`src/rtl/terrain_dig_arbiter.sv`:
```
// terrain_dig_arbiter
// Arbitrates terrain dig requests from the player (index 0) and monsters
// (indices 1..NREQ-1) into a single terrain write port. Writes are only
// arbitrated during a write window of WIN_LEN cycles opened by startOfFrame.
// Optional feature macro: DIG_PLAYER_PRIO_EN (player wins whenever eligible,
// monsters share the round-robin among indices 1..NREQ-1).
`timescale 1ns/1ps
module terrain_dig_arbiter #(
  parameter int NREQ    = 4,
  parameter int XW      = 6,
  parameter int YW      = 5,
  parameter int WIN_LEN = 64
) (
  input  logic                 clk,
  input  logic                 resetN,
  input  logic                 startOfFrame,
  input  logic [NREQ-1:0]      req,
  input  logic [NREQ*XW-1:0]   req_x,
  input  logic [NREQ*YW-1:0]   req_y,
  output logic [NREQ-1:0]      gnt,
  output logic                 wr_en,
  output logic [XW-1:0]        wr_x,
  output logic [YW-1:0]        wr_y,
  output logic                 window_open
);

  localparam int         PW       = (NREQ > 1) ? $clog2(NREQ) : 1;
  localparam logic [9:0] CNT_LOAD = 10'(WIN_LEN - 1);

  typedef enum logic {IDLE, WINDOW} state_t;

  state_t          state_reg, state_next;
  logic [9:0]      cnt_reg, cnt_next;
  logic [PW-1:0]   ptr_reg, ptr_next;
  logic [NREQ-1:0] gnt_reg, gnt_next;
  logic            wr_en_reg, wr_en_next;
  logic [XW-1:0]   wr_x_reg, wr_x_next;
  logic [YW-1:0]   wr_y_reg, wr_y_next;

  logic [NREQ-1:0] elig;
  logic            sel_found;
  logic [PW-1:0]   sel_idx;
  logic [PW-1:0]   cand_idx;
  int              cand;

  // Window FSM: IDLE waits for startOfFrame, WINDOW counts down to 0.
  always_comb begin
    state_next = state_reg;
    cnt_next   = cnt_reg;
    case (state_reg)
      IDLE: begin
        if (startOfFrame) begin
          state_next = WINDOW;
          cnt_next   = CNT_LOAD;
        end
      end
      WINDOW: begin
        if (startOfFrame) begin
          cnt_next = CNT_LOAD;
        end else if (cnt_reg == 10'd0) begin
          state_next = IDLE;
        end else begin
          cnt_next = cnt_reg - 10'd1;
        end
      end
      default: state_next = IDLE;
    endcase
  end

  // Round-robin selection starting after the last granted index; a requester
  // granted last cycle is masked so it cannot win twice in a row.
  always_comb begin
    sel_found = 1'b0;
    sel_idx   = '0;
    cand      = 0;
    cand_idx  = '0;
    elig      = (state_reg == WINDOW) ? (req & ~gnt_reg) : '0;
`ifdef DIG_PLAYER_PRIO_EN
    if (elig[0]) begin
      sel_found = 1'b1;
      sel_idx   = '0;
    end
`endif
    for (int k = 1; k <= NREQ; k++) begin
      cand = int'(ptr_reg) + k;
      if (cand >= NREQ) cand = cand - NREQ;
      cand_idx = PW'(cand);
`ifdef DIG_PLAYER_PRIO_EN
      if (!sel_found && (cand != 0) && elig[cand_idx]) begin
`else
      if (!sel_found && elig[cand_idx]) begin
`endif
        sel_found = 1'b1;
        sel_idx   = cand_idx;
      end
    end
  end

  // Next values of the registered grant and terrain write port.
  always_comb begin
    gnt_next   = '0;
    wr_en_next = 1'b0;
    wr_x_next  = '0;
    wr_y_next  = '0;
    ptr_next   = ptr_reg;
    if (sel_found) begin
      gnt_next[sel_idx] = 1'b1;
      wr_en_next        = 1'b1;
      wr_x_next         = req_x[sel_idx*XW +: XW];
      wr_y_next         = req_y[sel_idx*YW +: YW];
`ifdef DIG_PLAYER_PRIO_EN
      // The player bypasses the monster rotation, so it leaves the pointer alone.
      if (sel_idx != '0) ptr_next = sel_idx;
`else
      ptr_next = sel_idx;
`endif
    end
  end

  // State, counter, pointer and output registers with asynchronous reset.
  always_ff @(posedge clk or negedge resetN) begin
    if (!resetN) begin
      state_reg <= IDLE;
      cnt_reg   <= '0;
      ptr_reg   <= '0;
      gnt_reg   <= '0;
      wr_en_reg <= 1'b0;
      wr_x_reg  <= '0;
      wr_y_reg  <= '0;
    end else begin
      state_reg <= state_next;
      cnt_reg   <= cnt_next;
      ptr_reg   <= ptr_next;
      gnt_reg   <= gnt_next;
      wr_en_reg <= wr_en_next;
      wr_x_reg  <= wr_x_next;
      wr_y_reg  <= wr_y_next;
    end
  end

  assign gnt         = gnt_reg;
  assign wr_en       = wr_en_reg;
  assign wr_x        = wr_x_reg;
  assign wr_y        = wr_y_reg;
  assign window_open = (state_reg == WINDOW);

endmodule

```
`config.mk`:
```
export PLATFORM = sky130hd
export DESIGN_NAME = terrain_dig_arbiter
export DESIGN_NICKNAME = d
export VERILOG_FILES = /design/src/rtl/terrain_dig_arbiter.sv
export SDC_FILE = /design/constraint.sdc
export NUM_CORES = 1
export LEC_CHECK = 0
export ABC_AREA = 1
export CAP_MARGIN = 20
export CORE_ASPECT_RATIO = 0.9
export CORE_UTILIZATION = 42
export DETAILED_ROUTE_END_ITERATION = 8
export GPL_TIMING_DRIVEN = 1
export PLACE_DENSITY_LB_ADDON = 0.08
export SLEW_MARGIN = 20
export SYNTH_ARGS = -nofsm -noshare
export SYNTH_HDL_FRONTEND = slang
export SYNTH_SLANG_ARGS = --single-unit
```
`constraint.sdc`:
```
create_clock -name clk -period 1.65 [get_ports clk]
set_input_delay 0.2475 -clock clk [delete_from_list [all_inputs] [get_ports clk]]
set_output_delay 0.2475 -clock clk [all_outputs]
set_load 0.02 [all_outputs]
```
==> results of run 1 <==
-- per-stage QoR --
step           cell area [µm²]  setup TNS, ns
2_1_floorplan             2100          -1.24
3_3_place_gp              2950          -7.65
3_5_place_dp              2950          -8.55
4_1_cts                   3280          -3.35
5_1_grt                   3500          -6.56
6_report                  3500          -4.40
-- path summary, 6_finish.rpt --
kind,slack (ns),cells past startpoint,to,from
min in group clk,0.50,1,cnt_reg[3]$_DFFE_PN0P_,cnt_reg[3]$_DFFE_PN0P_
worst min register to register,0.50,1,cnt_reg[3]$_DFFE_PN0P_,cnt_reg[3]$_DFFE_PN0P_
max in group asynchronous,1.00,2,ptr_reg[0]$_DFFE_PN0P_,resetN
worst min-delay path,0.35,2,cnt_reg[4]$_DFFE_PN0P_,resetN
worst max-delay path,-0.29,11,wr_x[2]$_DFF_PN0_,ptr_reg[0]$_DFFE_PN0P_
worst max register to register,-0.29,11,wr_x[2]$_DFF_PN0_,ptr_reg[0]$_DFFE_PN0P_
-- power by group through the flow --
stage	Combinational, mW	Clock, mW	Sequential [mW]
after global placement	4.46	0	1.17
after detailed placement	4.55	0	1.15
after CTS	5.44	0.621	1.14
final	6.03	0.619	1.15
after floorplan	2.99	0	1.35
after global routing	6.50	0.656	1.17
-- cell usage after synthesis (all sizes together) --
cell type / n
nor2: 19
inv: 70
nor3: 2
o21ai: 13
nand3b: 1
nand3: 42
a21oi: 21
nor3b: 1
clkbuf: 2
nand2: 60
ha: 2
o22ai: 1
buf: 12
o21bai: 1
o21a: 1
dfrtp: 29
nand4: 28
-- worst max-delay path: cells and delay by family, from the launching register on --
| family | cells | cell delay, ns |
|---|---|---|
| buf+inv | 3 | 0.49 |
| compound gates | 2 | 0.33 |
| flops | 1 | 0.45 |
| simple gates | 6 | 0.59 |
-- final cells by class --
cell class	instances	area share [%]
Clock buffer	8	2.58
Inverter	70	7.76
Multi-Input combinational cell	194	35.2
Timing Repair inverter	1	0.215
Timing Repair Buffer	112	31.2
Sequential cell	29	20.8
Tap cell	62	2.22
-- logic make-up (layout without fill, tap and decap cells) --
| kind of cell | Yosys count | count (layout) | synth area share [%] |
|---|---|---|---|
| and+or+nand+nor | 153 | 155 | 37.2 |
| buffers and inverters | 84 | 191 | 17.2 |
| AOI/OAI and AO/OA | 37 | 37 | 9.42 |
| DFF | 29 | 29 | 35.0 |
| adders and majority gates | 2 | 2 | 1.21 |
-- repair_timing --
action | CTS | global route
setup buffers | 11 | 10
gates resized for setup | 40 | 49
endpoints found under the setup margin | 19 | 24
pin swaps | 20 | 16
hold buffers | 0 | 0
cloned | 2 | 1
endpoints found under the hold margin | 0 | 0
-- per-layer routing --
layer	wire [µm]	up-vias	track usage [%]
met5	0	-	0
met2	3460	96	44.0
li1	-	1209	-
met1	2810	1144	30.2
met3	465	14	5.53
met4	108	0	10.6
==> results by group, run 1 <==
Clocking
  • CTS Sinks: 29
  • Clock transition at the registers of the reported paths: ~0.070 ns
  • Maximum clock insertion buffer count: 2
  • Clk_lat worst skew: between 0.2 and 0.3 ns
  • CTS H-tree depth: 2
  • Root Buffer: clkbuf_8
  • TritonCTS clock tree: built
  • CTS buffer count: 5

Setup path
  • Worst-path fanout max: 25
  • CP Launch Type: flop
  • Required time of the critical path: about 1.9 ns
  • Critical Path Sink Type: flop
  • Worst setup path class: reg -> reg
  • WP data arrival: about 2.1 ns
  • Crit-path cells: buf_4 -> o21bai_4 -> nand2_2 -> nand2_2 -> nand2_4 -> buf_12 -> nand4_4 -> buf_12 -> nand4_1 -> nand3_1 -> a21oi_1
  • Crit path largest cell delay: between 0.4 and 0.5 ns
  • Slowest CP cell: dfrtp_2

STA
  • Worst slew margin relative to its limit: 72.4%
  • Worst hold slack: about 0.35 ns
  • Final Hold Viols: 0
  • Final setup skew: 0.0106 ns
  • Worst slew pin tran: about 0.41 ns
  • Fin crit period: around 1.9 ns
  • Period utilization: 117%
  • RSZ-0062 raised after global routing: true
  • Final count of negative-setup-slack endpoints: 19
  • Fmax: 0.516 GHz
  • Slew Limit Fails: 0
  • Final WS setup: -0.288 ns

Floorplanning
  • Die X: roughly 76 µm
  • I/O pin total: between 60 and 70
  • Core area: around 4600 µm²
  • Die ar.: 5220 µm²
  • Starting density of the core: 45.0%
  • Die Span Y: ~70 µm
  • Row cnt: 23

Yosys
  • Syn Area/Cell: around 6.8 µm²
  • Netlist cell types: 28
  • Largest cells by area after synthesis: dfrtp_1 (35%), inv_1 (12%), nand2_1 (9.8%)
  • Largest area contributor in the netlist: dfrtp_1
  • Mapped Cells: slightly above 300
  • Synthesized flop and latch total: 29
  • Post-Syn Area: around 2100 µm²
  • Top-area cell type share of the netlist area: 35.0%
  • Share of the yosys chip area belonging to registers: 35.0%
  • Post-Syn Nets: roughly 360
  • Yosys Warn Count: 0

Global routing
  • First-pass GRT wire length: 10.1 mm
  • Total congestion overflow: 0
  • Largest net degree at the start of global routing: 30
  • Aggregate global-route resource usage: about a quarter
  • Initial antenna violation count: 0
  • Vias in the first global route: about 2300

Hold path
  • Hold Path Class: in -> async

Final layout
  • Nets: between 400 and 500
  • Most frequent cells in the layout: clkdlybuf4s50_1 (62), inv_1 (61), nand2_1 (40)
  • Layout Cells excl Fill: about 480
  • Most common cell after layout, fill and taps aside: clkdlybuf4s50_1
  • Layout Utilization: ~76%
  • Share of layout cells above drive strength 1: 29.7%
  • Multi-input gate area: about 1200 µm²
  • Area grow syn2layout: 68.7%
  • Number of flip-flops in the largest register: 10
  • Ant. Diodes: 0
  • Fillers: 345
  • Register area: roughly 730 µm²

Detailed routing
  • 1st-iter DRT viols: between 200 and 250
  • Post-route ant nets: 0
  • DR pass1 iterations: 4
  • Final WL: 6.84 mm
  • Vias/cell: between 5 and 6
  • DR vias: 2463
  • Wirelength per Cell: between 10 and 15 µm
  • DRC viols: 0

Status
  • Failing checks: negative setup slack
  • Status: complete, but fails checks

Placement
  • Detail Placement HPWL: roughly 4 mm
  • Placed Cells incl. Taps: 444
  • # port buffers: between 60 and 70
  • Place WS: -0.526 ns
  • GP Congestion: about 0.9

Pwr
  • PwrDens: 2230 nW/µm²
  • NetSw: between 3 and 4 mW
  • Sw frac: around half
  • Sequential Power Share: between 10% and 20%
  • Clock Power Share: approximately 8%
  • Leak pwr: roughly 1.7 nW
  • P_int: roughly 4 mW
  • Comb pwr share: slightly below 80%
  • Max VDD drop: 1.44 mV
  • Pwr Total: a little under 8 mW

Run
  • Max-Cap Viols: 0
Power figures use the tool's default switching activity.
==> run 2, diff against run 1 <==
--- a/config.mk
+++ b/config.mk
@@ -8,11 +8,12 @@
 export ABC_AREA = 1
 export CAP_MARGIN = 20
 export CORE_ASPECT_RATIO = 0.9
+export CORE_MARGIN = 5
 export CORE_UTILIZATION = 42
 export DETAILED_ROUTE_END_ITERATION = 8
 export GPL_TIMING_DRIVEN = 1
 export PLACE_DENSITY_LB_ADDON = 0.08
-export SLEW_MARGIN = 20
+export SLEW_MARGIN = 5
 export SYNTH_ARGS = -nofsm -noshare
 export SYNTH_HDL_FRONTEND = slang
 export SYNTH_SLANG_ARGS = --single-unit
==> constraint.sdc (replaced) <==
create_clock -name clk -period 1.7 [get_ports clk]
set_input_delay 0.255 -clock clk [delete_from_list [all_inputs] [get_ports clk]]
set_output_delay 0.255 -clock clk [all_outputs]
set_load 0.02 [all_outputs]
==> results by group, run 2 (synthesis results as in run 1) <==
Status
  • Status: complete, but fails checks
  • Failing checks: negative setup slack

Floorplanning
  • Core area: approximately 4800 µm²
  • I/O pin total: 68
  • Die Span Y: about 77 µm
  • Die X: between 80 and 90 µm
  • Row cnt: 24
  • Starting density of the core: 43.2%
  • Die ar.: roughly 6400 µm²

Detailed routing
  • Vias/cell: 5.06
  • DR vias: about 2400
  • 1st-iter DRT viols: about 110
  • DR pass1 iterations: 4
  • Post-route ant nets: 0
  • Wirelength per Cell: 14.4 µm
  • Final WL: 6.91 mm
  • DRC viols: 0

Placement
  • Detail Placement HPWL: 4.12 mm
  • Place WS: -0.498 ns
  • GP Congestion: between 0.8 and 0.9
  • Placed cell areas: about 2900 µm²
  • # port buffers: between 60 and 70

Final layout
  • Most frequent cells in the layout: inv_1 (64), clkdlybuf4s50_1 (64), nand2_1 (38)
  • Number of flip-flops in the largest register: 10
  • Nets: ~470
  • Share of layout cells above drive strength 1: 29.6%
  • Area grow syn2layout: 77.2%
  • Ant. Diodes: 0
  • Fin area: about 3700 µm²
  • Layout Utilization: between 70% and 80%

Clocking
  • Maximum clock insertion buffer count: 2
  • Clock transition at the registers of the reported paths: 0.07 ns
  • Clk_lat worst skew: around 0.28 ns
  • CTS H-tree depth: 2
  • CTS buffer count: 5
  • TritonCTS clock tree: built
  • Root Buffer: clkbuf_8
  • CTS Sinks: 29
  • Hold Buf Count CTS: 0

Global routing
  • Initial antenna violation count: 0
  • Total congestion overflow: 0
  • Largest net degree at the start of global routing: 30
  • First-pass GRT wire length: 11.0 mm
  • Vias in the first global route: 2369
  • Aggregate global-route resource usage: between 20% and 30%

STA
  • Worst hold slack: approximately 0.38 ns
  • Final WS setup: -0.214 ns
  • Slew Limit Fails: 0
  • Period utilization: 113%
  • Fin crit period: 1.91 ns
  • Final Hold Viols: 0
  • Worst slew pin tran: roughly 0.4 ns
  • Fmax: around 0.52 GHz
  • Worst slew margin relative to its limit: about three quarters
  • RSZ-0062 raised after global routing: true
  • Final count of negative-setup-slack endpoints: 17
  • Final setup skew: between 0.002 and 0.0025 ns

Hold path
  • Hold Path Class: in -> async

Setup path
  • Required time of the critical path: ~1.9 ns
  • Worst-path fanout max: 6
  • Critical Path Sink Type: flop
  • CP Launch Type: flop
  • WP data arrival: approximately 2.1 ns
  • Worst setup path class: reg -> reg

Pwr
  • Leak pwr: about 1.8 nW
  • Pwr Total: 8.36 mW
  • PwrDens: about 2300 nW/µm²
  • Max VDD drop: 1.44 mV

Run
  • Max-Cap Viols: 0
run 2: cell type report:
type	instances	area, µm²
Timing Repair Buffer	113	1180
Clock inverter	1	30.0
Fill cell	388	1130
Clock buffer	7	86.3
Multi-Input combinational cell	194	1280
Timing Repair inverter	1	7.51
Tap cell	65	81.3
Inverter	70	277
Sequential cell	29	729
run 2: what timing repair did:
item	in CTS	in global routing
pin swaps	16	25
cloned	4	1
resized for setup	58	46
endpoints found under the setup margin	18	20
buffers inserted	15	4
run 2: layer usage:
| layer | wire length (µm) | global-route usage (%) | vias to the layer above |
|---|---|---|---|
| li1 | - | - | 1201 |
| met1 | 2770 | 25.5 | 1128 |
| met2 | 3400 | 34.4 | 90 |
| met3 | 617 | 7.93 | 12 |
| met4 | 117 | 6.43 | 0 |
| met5 | 0 | 0 | - |
run 2: power by group:
part	leakage (nW)	internal, mW	switching (mW)
clock network	0.0585	0.478	0.281
logic	1.39	2.99	3.48
registers	0.333	0.966	0.163
run 2: worst max-delay path, cell delays in order (launching register included):
cell and delay (ns):
dfrtp_2 0.40, buf_6 0.14, nand2_2 0.07, o21ai_2 0.16, nand2_1 0.11, nand2_2 0.09
nand2_4 0.10, nand4_4 0.14, buf_6 0.11, nand3_4 0.09, buf_12 0.15, nand2_1 0.06
nand3_1 0.09, a21oi_2 0.14
run 2: final timing paths:
path / startpoint / to / slack, ns / cells past startpoint
worst min-delay path: resetN / cnt_reg[0]$_DFFE_PN0P_ / 0.38 / 2
min in group clk: cnt_reg[5]$_DFFE_PN0P_ / cnt_reg[5]$_DFFE_PN0P_ / 0.52 / 1
max in group asynchronous: resetN / ptr_reg[0]$_DFFE_PN0P_ / 1.01 / 2
worst max register to register: window_open$_DFF_PN0_ / wr_x[0]$_DFF_PN0_ / -0.21 / 13
worst max-delay path: window_open$_DFF_PN0_ / wr_x[0]$_DFF_PN0_ / -0.21 / 13
worst min register to register: cnt_reg[5]$_DFFE_PN0P_ / cnt_reg[5]$_DFFE_PN0P_ / 0.52 / 1
run 2: per-stage QoR:
step / TNS (ns) / instances
after global placement: -6.26 / 448
after global routing: -4.72 / 480
after detailed placement: -7.39 / 448
after CTS: -1.58 / 475
after floorplan: -0.656 / 305
final: -2.66 / 480
